==> config.mk <==
export PLATFORM = sky130hd
export DESIGN_NAME = serial_rx
export DESIGN_NICKNAME = d
export VERILOG_FILES = /design/src/rtl/serial_pkg.sv /design/src/rtl/serial_rx_sync_edge.sv /design/src/rtl/serial_rx.sv
export SDC_FILE = /design/constraint.sdc
export NUM_CORES = 1
export LEC_CHECK = 0
export ABC_AREA = 1
export ABC_CLOCK_PERIOD_IN_PS = 2540
export BUFFER_PORTS_ARGS = -buffer_cell sky130_fd_sc_hd__buf_2
export CORE_MARGIN = 2
export CORE_UTILIZATION = 59
export DETAILED_ROUTE_END_ITERATION = 8
export GPL_TIMING_DRIVEN = 0
export PLACE_DENSITY_LB_ADDON = 0.12
export RECOVER_POWER = 50
export SLEW_MARGIN = 20
export SYNTH_ARGS = -nofsm -noshare
export SYNTH_HDL_FRONTEND = slang
export SYNTH_SLANG_ARGS = --single-unit
==> constraint.sdc <==
create_clock -name clk -period 2.54 [get_ports clk]
set_clock_uncertainty 0.05 [all_clocks]
set_input_delay 0 -clock clk [delete_from_list [all_inputs] [get_ports clk]]
set_output_delay 0 -clock clk [all_outputs]
set_load 0.01 [all_outputs]
==> src/rtl/serial_pkg.sv <==
// Shared definitions for the display serial link: frame length, synchronizer depth,
// receiver state encoding and pin indices for the conditioned input bus.
package serial_pkg;

    localparam int WIDTH_DEFAULT       = 32;
    localparam int SYNC_STAGES_DEFAULT = 2;

    // Bit positions of the link pins on the receiver's conditioned input vector
    localparam int PIN_SCLK = 0;
    localparam int PIN_DE   = 1;
    localparam int PIN_SDO  = 2;
    localparam int PIN_DCLK = 3;
    localparam int NUM_PINS = 4;

    typedef enum logic [1:0] {
        IDLE  = 2'd0,
        SHIFT = 2'd1,
        FULL  = 2'd2,
        DROP  = 2'd3
    } rx_state_t;

    // One spare bit so the counter can hold the value WIDTH itself
    function automatic int cnt_width(input int w);
        return $clog2(w) + 1;
    endfunction

endpackage

==> src/rtl/serial_rx_sync_edge.sv <==
// Multi-flop synchronizer for one asynchronous pin, with rise/fall event pulses
// derived from the last stage and one extra delay flop.
module sync_edge #(
    parameter int STAGES = 2
) (
    input  logic clk,
    input  logic rst_n,
    input  logic din,
    output logic level,
    output logic rise,
    output logic fall
);

    logic [STAGES-1:0] sync_reg;
    logic              delay_reg;

    always_ff @(posedge clk or negedge rst_n) begin
        if (!rst_n) begin
            sync_reg  <= '0;
            delay_reg <= 1'b0;
        end else begin
            sync_reg  <= {sync_reg[STAGES-2:0], din};
            delay_reg <= sync_reg[STAGES-1];
        end
    end

    assign level = sync_reg[STAGES-1];
    assign rise  = sync_reg[STAGES-1] & ~delay_reg;
    assign fall  = ~sync_reg[STAGES-1] & delay_reg;

endmodule

==> src/rtl/serial_rx.sv <==
// Display serial link receiver: oversamples sclk/data_enable/sdo/dclk, rebuilds
// MSB-first frames, flags short/overlong frames and commits good frames on dclk.
module serial_rx
    import serial_pkg::*;
#(
    parameter int WIDTH       = WIDTH_DEFAULT,
    parameter int SYNC_STAGES = SYNC_STAGES_DEFAULT
) (
    input  logic             clk,
    input  logic             rst_n,
    input  logic             sclk,
    input  logic             data_enable,
    input  logic             sdo,
    input  logic             dclk,
    output logic [WIDTH-1:0] data_out,
    output logic             data_valid,
    output logic [WIDTH-1:0] display_word,
    output logic             frame_err,
    output logic             busy
);

    localparam int              CNT_W    = cnt_width(WIDTH);
    localparam logic [CNT_W-1:0] CNT_FULL = CNT_W'(WIDTH);

    logic [NUM_PINS-1:0] pin_vec;
    logic [NUM_PINS-1:0] level_vec;
    logic [NUM_PINS-1:0] rise_vec;
    logic [NUM_PINS-1:0] fall_vec;

    assign pin_vec[PIN_SCLK] = sclk;
    assign pin_vec[PIN_DE]   = data_enable;
    assign pin_vec[PIN_SDO]  = sdo;
    assign pin_vec[PIN_DCLK] = dclk;

    genvar gi;
    generate
        for (gi = 0; gi < NUM_PINS; gi++) begin : g_pin_sync
            sync_edge #(
                .STAGES(SYNC_STAGES)
            ) u_sync_edge (
                .clk  (clk),
                .rst_n(rst_n),
                .din  (pin_vec[gi]),
                .level(level_vec[gi]),
                .rise (rise_vec[gi]),
                .fall (fall_vec[gi])
            );
        end
    endgenerate

    logic sclk_rise;
    logic de_rise;
    logic de_fall;
    logic sdo_level;
    logic dclk_rise;

    assign sclk_rise = rise_vec[PIN_SCLK];
    assign de_rise   = rise_vec[PIN_DE];
    assign de_fall   = fall_vec[PIN_DE];
    assign sdo_level = level_vec[PIN_SDO];
    assign dclk_rise = rise_vec[PIN_DCLK];

    // Event/level bits the frame logic has no use for
    logic unused_pin_bits;
    assign unused_pin_bits = ^{level_vec[PIN_SCLK], level_vec[PIN_DE], level_vec[PIN_DCLK],
                               fall_vec[PIN_SCLK], fall_vec[PIN_DCLK],
                               rise_vec[PIN_SDO], fall_vec[PIN_SDO]};

    rx_state_t        state_reg,        state_next;
    logic [CNT_W-1:0] bit_cnt_reg,      bit_cnt_next;
    logic [WIDTH-1:0] shift_reg,        shift_next;
    logic [WIDTH-1:0] data_out_reg,     data_out_next;
    logic [WIDTH-1:0] display_reg,      display_next;
    logic             data_valid_reg,   data_valid_next;
    logic             frame_err_reg,    frame_err_next;

    logic [WIDTH-1:0] shift_in;
    logic [CNT_W-1:0] cnt_inc;

    assign shift_in = {shift_reg[WIDTH-2:0], sdo_level};
    assign cnt_inc  = (bit_cnt_reg == CNT_FULL) ? bit_cnt_reg : bit_cnt_reg + CNT_W'(1);

    always_ff @(posedge clk or negedge rst_n) begin
        if (!rst_n) begin
            state_reg      <= IDLE;
            bit_cnt_reg    <= '0;
            shift_reg      <= '0;
            data_out_reg   <= '0;
            display_reg    <= '0;
            data_valid_reg <= 1'b0;
            frame_err_reg  <= 1'b0;
        end else begin
            state_reg      <= state_next;
            bit_cnt_reg    <= bit_cnt_next;
            shift_reg      <= shift_next;
            data_out_reg   <= data_out_next;
            display_reg    <= display_next;
            data_valid_reg <= data_valid_next;
            frame_err_reg  <= frame_err_next;
        end
    end

    always_comb begin
        state_next      = state_reg;
        bit_cnt_next    = bit_cnt_reg;
        shift_next      = shift_reg;
        data_out_next   = data_out_reg;
        data_valid_next = 1'b0;
        frame_err_next  = 1'b0;
        display_next    = display_reg;

        case (state_reg)
            IDLE: begin
                if (de_rise) begin
                    shift_next   = '0;
                    bit_cnt_next = '0;
                    state_next   = SHIFT;
                end
            end
            SHIFT: begin
                // A bit arriving with the closing strobe is shifted before the count is judged
                if (sclk_rise) begin
                    shift_next   = shift_in;
                    bit_cnt_next = cnt_inc;
                end
                if (de_fall) begin
                    state_next = IDLE;
                    if (bit_cnt_next == CNT_FULL) begin
                        data_out_next   = shift_next;
                        data_valid_next = 1'b1;
                    end else begin
                        frame_err_next = 1'b1;
                    end
                end else if (bit_cnt_next == CNT_FULL) begin
                    state_next = FULL;
                end
            end
            FULL: begin
                if (sclk_rise) begin
                    frame_err_next = 1'b1;
                    state_next     = de_fall ? IDLE : DROP;
                end else if (de_fall) begin
                    data_out_next   = shift_reg;
                    data_valid_next = 1'b1;
                    state_next      = IDLE;
                end
            end
            DROP: begin
                if (de_fall) begin
                    state_next = IDLE;
                end
            end
            default: begin
                state_next = IDLE;
            end
        endcase

        // data_out_next already carries a frame completing this cycle (write-through)
        if (dclk_rise) begin
            display_next = data_out_next;
        end
    end

    assign data_out     = data_out_reg;
    assign data_valid   = data_valid_reg;
    assign display_word = display_reg;
    assign frame_err    = frame_err_reg;
    assign busy         = (state_reg != IDLE);

endmodule

### Word-level counts from Yosys, hierarchy flattened

Cells that the tools add are included.

| cells by class | value |
|---|---|
| $add $sub $neg | 1 |
| reduce and logical (&&, ||, !) cells | 5 |
| magnitude comparators | 0 |
| shift-type cells | 0 |
| div/mod/pow operators | 0 |
| muxes and demuxes | 29 |
| bitwise operators | 8 |
| equality and inequality tests | 7 |
| multiply operators | 0 |

Operators by type and width:

| kind | count |
|---|---|
| $mux W32 | 6 |
| $pmux W32 S2 | 2 |
| $mux W6 | 4 |
| $eq A6 B6 Y1 const B | 2 |
| $mux W2 | 6 |
| $pmux W6 S2 | 1 |
| $pmux W2 S4 | 1 |
| $mux W1 | 7 |
| $add A6 B1 Y6 const B | 1 |
| $and A1 B1 Y1 | 4 |
| $eq A2 B2 Y1 const B | 2 |
| $not A1 Y1 | 4 |
| $pmux W1 S2 | 2 |
| $reduce_and A2 Y1 | 2 |
| $reduce_bool A2 Y1 | 2 |
| $ne A3 B3 Y1 const B | 1 |
| $eq A2 B1 Y1 const B | 1 |
| $logic_not A2 Y1 | 1 |
| $ne A2 B2 Y1 const B | 1 |

| word-level totals | value |
|---|---|
| memories kept | 0 |
| logic and storage cells | 64 |
| input port bits | 6 |
| bits in read-only memories | 0 |
| latch bits | 0 |
| RAM bits | 0 |
| output and inout port bits | 67 |
| register bits | 117 |

### Longest topological paths before layout

| logic depth | value |
|---|---|
| word-level depth | 8 |
| gate-level depth with buffers | 16 |
| depth with buffers taken out | 15 |

### Hierarchy

From an unflattened synthesis, not the netlist that was laid out.

| second synthesis, totals | value |
|---|---|
| cell total of the unflattened synthesis | 806 |
| area, all modules | 6219.7 um2 |

Modules (own cells, without submodules):

| module | times used | sequential area each (um2) | cells each | area each (um2) |
|---|---|---|---|---|
| serial_rx | 1 | 2652.5 | 778 | 5859.4 |
| sync_edge | 4 | 75.1 | 7 | 90.1 |

### Least setup slack after synthesis

Ideal clock, no wire load.

| path | value |
|---|---|
| path type | register to register |
| start | register bit_cnt_reg[0] |
| end | register display_reg[29], in the netlist display_word[29] |
| stages on the path, launching flop included | 15 |
| data arrival time | 1780 ps |
| slack | 592 ps |
| path through | dfrtp_1 inv_1 ha_1 nand2_1 nor2_1 nand2_1 nand3_1 nand2_1 nor2_8 buf_2 nand4_1 nand3_1 nand2_1 nand3_1 nand2_1 |

| between the ends | value |
|---|---|
| word-level cells in the longest chain between the ends | 8 |
| elaborated cells between the ends (all ways) | 9 |

RTL lines:

| what | line | text |
|---|---|---|
| start, declared | serial_rx.sv:70 | `logic [CNT_W-1:0] bit_cnt_reg, bit_cnt_next;` |
| start signal, assigned | serial_rx.sv:94 | `bit_cnt_reg <= bit_cnt_next;` |
| $add A6 B1 Y6 / $eq A6 B6 Y1 (equally long branches) | serial_rx.sv:81 | `assign cnt_inc = (bit_cnt_reg == CNT_FULL) ? bit_cnt_reg : bit_cnt_reg + CNT_W'(1);` |
| $mux W6 | serial_rx.sv:81 |  |
| $mux W6 (*) | serial_rx.sv:122 | `if (sclk_rise) begin` |
| $mux W6 (*) | serial_rx.sv:112 | `case (state_reg)` |
| $eq A6 B6 Y1 (*) | serial_rx.sv:128 | `if (bit_cnt_next == CNT_FULL) begin` |
| $mux W32 (*) | serial_rx.sv:128 |  |
| $mux W32 (*) | serial_rx.sv:126 | `if (de_fall) begin` |
| $pmux W32 S2 (*) | serial_rx.sv:112 |  |
| end signal, assigned | serial_rx.sv:97 | `display_reg <= display_next;` |
| end, declared | serial_rx.sv:73 | `logic [WIDTH-1:0] display_reg, display_next;` |

Mark *: on every way between the ends. The rest lies on a longest branch, timed or not. The select of a mux whose other input is x is not followed.
A chain may end at the register's enable or synchronous reset.

### Worst setup path after layout

| path | value |
|---|---|
| start | register bit_cnt_reg[0] |
| end | register display_reg[16], in the netlist display_word[16] |

Same word-level chain as after synthesis.

==> key figures <==
Worst setup path
  – CP Capture Type: register
  – Worst R2R Start: bit_cnt_reg[0]
  – Crit path max fanout: 10
  – Startpoint Class: register
  – Crit. Startpoint: bit_cnt_reg[0]
  – Worst Path Arrival: 2.78 ns
  – R2r worst-path depth: 14
  – CP required: 2.90 ns
  – Critical path class: register to register

CTS
  – Clock Latency Late Sink: 0.53 ns
  – H-tree Lvls: 4
  – Post-CTS setup buffer count: 0
  – CTS tree: yes
  – Root buffer cell: clkbuf_8
  – CTS Buffer Depth: 2
  – Worst-path clk slew: 0.06 ns
  – Clock sinks: 117
  – TritonCTS Buffers: 17

Die
  – Initial core utilization: 60.0%
  – Chip Width: 106 um
  – Cell row count: 37
  – Placeable Area: 0.0102 mm^2
  – Die Ht: 106 um
  – Die area: 0.0112 mm^2
  – Ports: 73

Logic synthesis
  – Top-area cell type share of the netlist area: 47.7%
  – Yosys Warn Count: 0
  – #FFs+latches synth: 117
  – Syn avg cell area: 7.91 um^2
  – Ranking of synthesized cells by area: dfrtp_1 (48%), nand2_1 (13%), o22ai_1 (6.8%), nand3_1 (5.9%), inv_1 (4.7%)
  – Count of cell types in the netlist: 28
  – Post-Syn Area: 0.00614 mm^2
  – Largest area contributor in the netlist: dfrtp_1
  – Mapped Cells: 777
  – Syn Nets: 790
  – Register area share after synthesis: 47.7%

Timing
  – Final hold violation count: 0
  – Pins Over Slew Limit: 0
  – Final Worst Setup Slack: 0.126 ns
  – Fmax: 0.414 GHz
  – Worst Tran Pin Value: 1.05 ns
  – Final setup viols: 0
  – Period utilization: 95.1%
  – Rel. slew slack: 29.8%
  – Post-layout min period: 2.41 ns

Routing
  – DR pass1 iterations: 7
  – WL final: 17300 um
  – ANT nets after route: 0
  – Number of remaining DRC errors: 0
  – Via count: 6033
  – Routed wire per std cell: 16.9 um
  – Drt first-iter violations: 469
  – Drt via density: 5.89

Cells and area
  – # nets final: 889
  – Area Overhead vs Synth: 20.5%
  – Layout cells sized above 1: 13.4%
  – Area of the multi-input gates: 0.00269 mm^2
  – Diode count: 0
  – Fill cell count: 809
  – Register area: 0.00293 mm^2
  – Finished Core Util: 72.4%

Global routing
  – Initial antenna violation count: 0
  – Vias in the first global route: 5812
  – Global-route wire length before repair: 28100 um
  – Largest net degree at the start of global routing: 76
  – Total grt overflow: 0
  – Tot GR Track Use: 31.9%

Power and ir drop
  – Worst vdd ir: 0.788 mV
  – Pwr Total: 10.9 mW
  – Leakage power: 3.73 nW
  – Power Dens Cells: 1480 mW/mm^2

Placement
  – DP Worst Slack: 0.0757 ns
  – Gpl congestion: 0.903
  – Dpl hpwl: 11400 um
  – # port buffers: 72

Outcome
  – Status: completed

Hold path
  – Hold Crit Class: input pin to register
  – Hold wc startpoint: dclk
  – WHS Path Cells: 2

Flow run
  – Max-cap violations: 0
-- cell usage after synthesis, drive strengths merged --
library cell / count
a21oi: 5
o211ai: 1
o21bai: 1
nand2: 217
nor2: 43
nand3: 78
a21boi: 33
o21ai: 41
a32o: 1
clkbuf: 31
dfrtp: 117
a31oi: 2
buf: 18
o22ai: 67
inv: 81
nand4: 34
ha: 7
-- repair_timing --
action / 4_1_cts / 5_1_grt
endpoints found under the setup margin: 0 / 50
resized for setup: 0 / 13
hold buffers: 7 / 0
endpoints found under the hold margin: 121 / 0
-- path summary, 6_finish.rpt --
path | endpoint | slack (ns)
max | display_word[16] | 0.13
min | g_pin_sync[3].u_sync_edge.sync_reg[0] | 0.06
max reg2reg | display_word[16] | 0.13
min reg2reg | g_pin_sync[1].u_sync_edge.sync_reg[1] | 0.30
max in group asynchronous | shift_reg[8] | 0.92
min in group asynchronous | g_pin_sync[0].u_sync_edge.delay_reg | 0.81
-- layout make-up --
type	count	area share, %
buffer	49	3.19
clock buffer	24	6.49
clock inverter	8	2.60
timing repair buffer	80	5.47
multi-input combinational	530	36.3
inverter	81	4.11
sequential	117	39.5
tap	136	2.30
-- worst max-delay path, cell delays in order (launching register included) --
cell	delay, ns
dfrtp_1	0.43
inv_1	0.15
ha_1	0.18
nand2_1	0.07
nor2_2	0.13
nand2_1	0.09
nand3_1	0.07
nand2_1	0.14
nor2_8	0.20
clkbuf_4	0.26
nand4_1	0.11
nand3_1	0.15
nand2_1	0.07
nand3_1	0.12
nand2_1	0.07
-- cells by family after synthesis --
kind of cell	after synthesis	synth area share [%]
buf+inv	130	8.66
simple gates	372	27.0
flops	117	47.7
fa+ha+maj	7	1.43
compound gates	151	15.2
-- per-layer routing --
layer,vias to the layer above,GRT usage [%],part of all wire (%)
met3,43,6.25,8.0
met1,2849,41.3,41
met5,-,0,0
met4,0,14.4,2.9
li1,2826,-,-
met2,315,52.4,48
-- where the power goes --
group          switching [mW]  total (mW)  internal, mW
combinational            3.37        5.12          1.75
sequential              0.426        3.07          2.65
clock                   0.843        2.74          1.90
total                    4.63        10.9          6.29
-- cell usage in the layout (no fill, tap or decap) --
| cell type | netlist | final |
|---|---|---|
| nor2_4 | 1 | 1 |
| dlygate4sd3_1 | 0 | 6 |
| a21oi_1 | 5 | 5 |
| a21boi_0 | 3 | 3 |
| inv_1 | 77 | 77 |
| buf_6 | 4 | 4 |
| o211ai_1 | 1 | 1 |
| bufinv_16 | 0 | 6 |
| nand4_1 | 34 | 34 |
| buf_2 | 11 | 60 |
| dfrtp_1 | 117 | 117 |
| o21ai_0 | 39 | 39 |
| a31oi_1 | 2 | 2 |
| clkinvlp_4 | 0 | 1 |
| buf_1 | 3 | 3 |
| nand2_1 | 214 | 214 |
| clkbuf_1 | 31 | 51 |
| nand3_1 | 73 | 73 |
| clkbuf_16 | 0 | 16 |
| inv_2 | 4 | 4 |
| nand2_2 | 3 | 3 |
| a21boi_1 | 30 | 30 |
| nand3_2 | 4 | 4 |
| nor2_1 | 39 | 37 |
| o21ai_1 | 2 | 2 |
| a32o_1 | 1 | 1 |
| nand3_4 | 1 | 1 |
| clkbuf_8 | 0 | 5 |
| o22ai_1 | 67 | 67 |
| ha_1 | 7 | 7 |
| nor2_2 | 1 | 3 |
| o21bai_1 | 1 | 1 |
| clkinv_2 | 0 | 1 |
| clkbuf_2 | 0 | 6 |
| nor2_8 | 2 | 2 |
| clkbuf_4 | 0 | 2 |
-- metrics by stage --
step / hold slack, ns / std cells / TNS [ns] / instance area [um^2]
after global routing: 0.0502 / 1025 / -0.0323 / 7410
after global placement: 0.0585 / 985 / 0 / 6670
after floorplan: -0.346 / 777 / 0 / 6140
after detailed placement: -0.105 / 986 / 0 / 6710
after CTS: 0.0418 / 1025 / 0 / 7460
final: 0.0599 / 1025 / 0 / 7410
No activity file was read; power rests on OpenSTA's default activity.
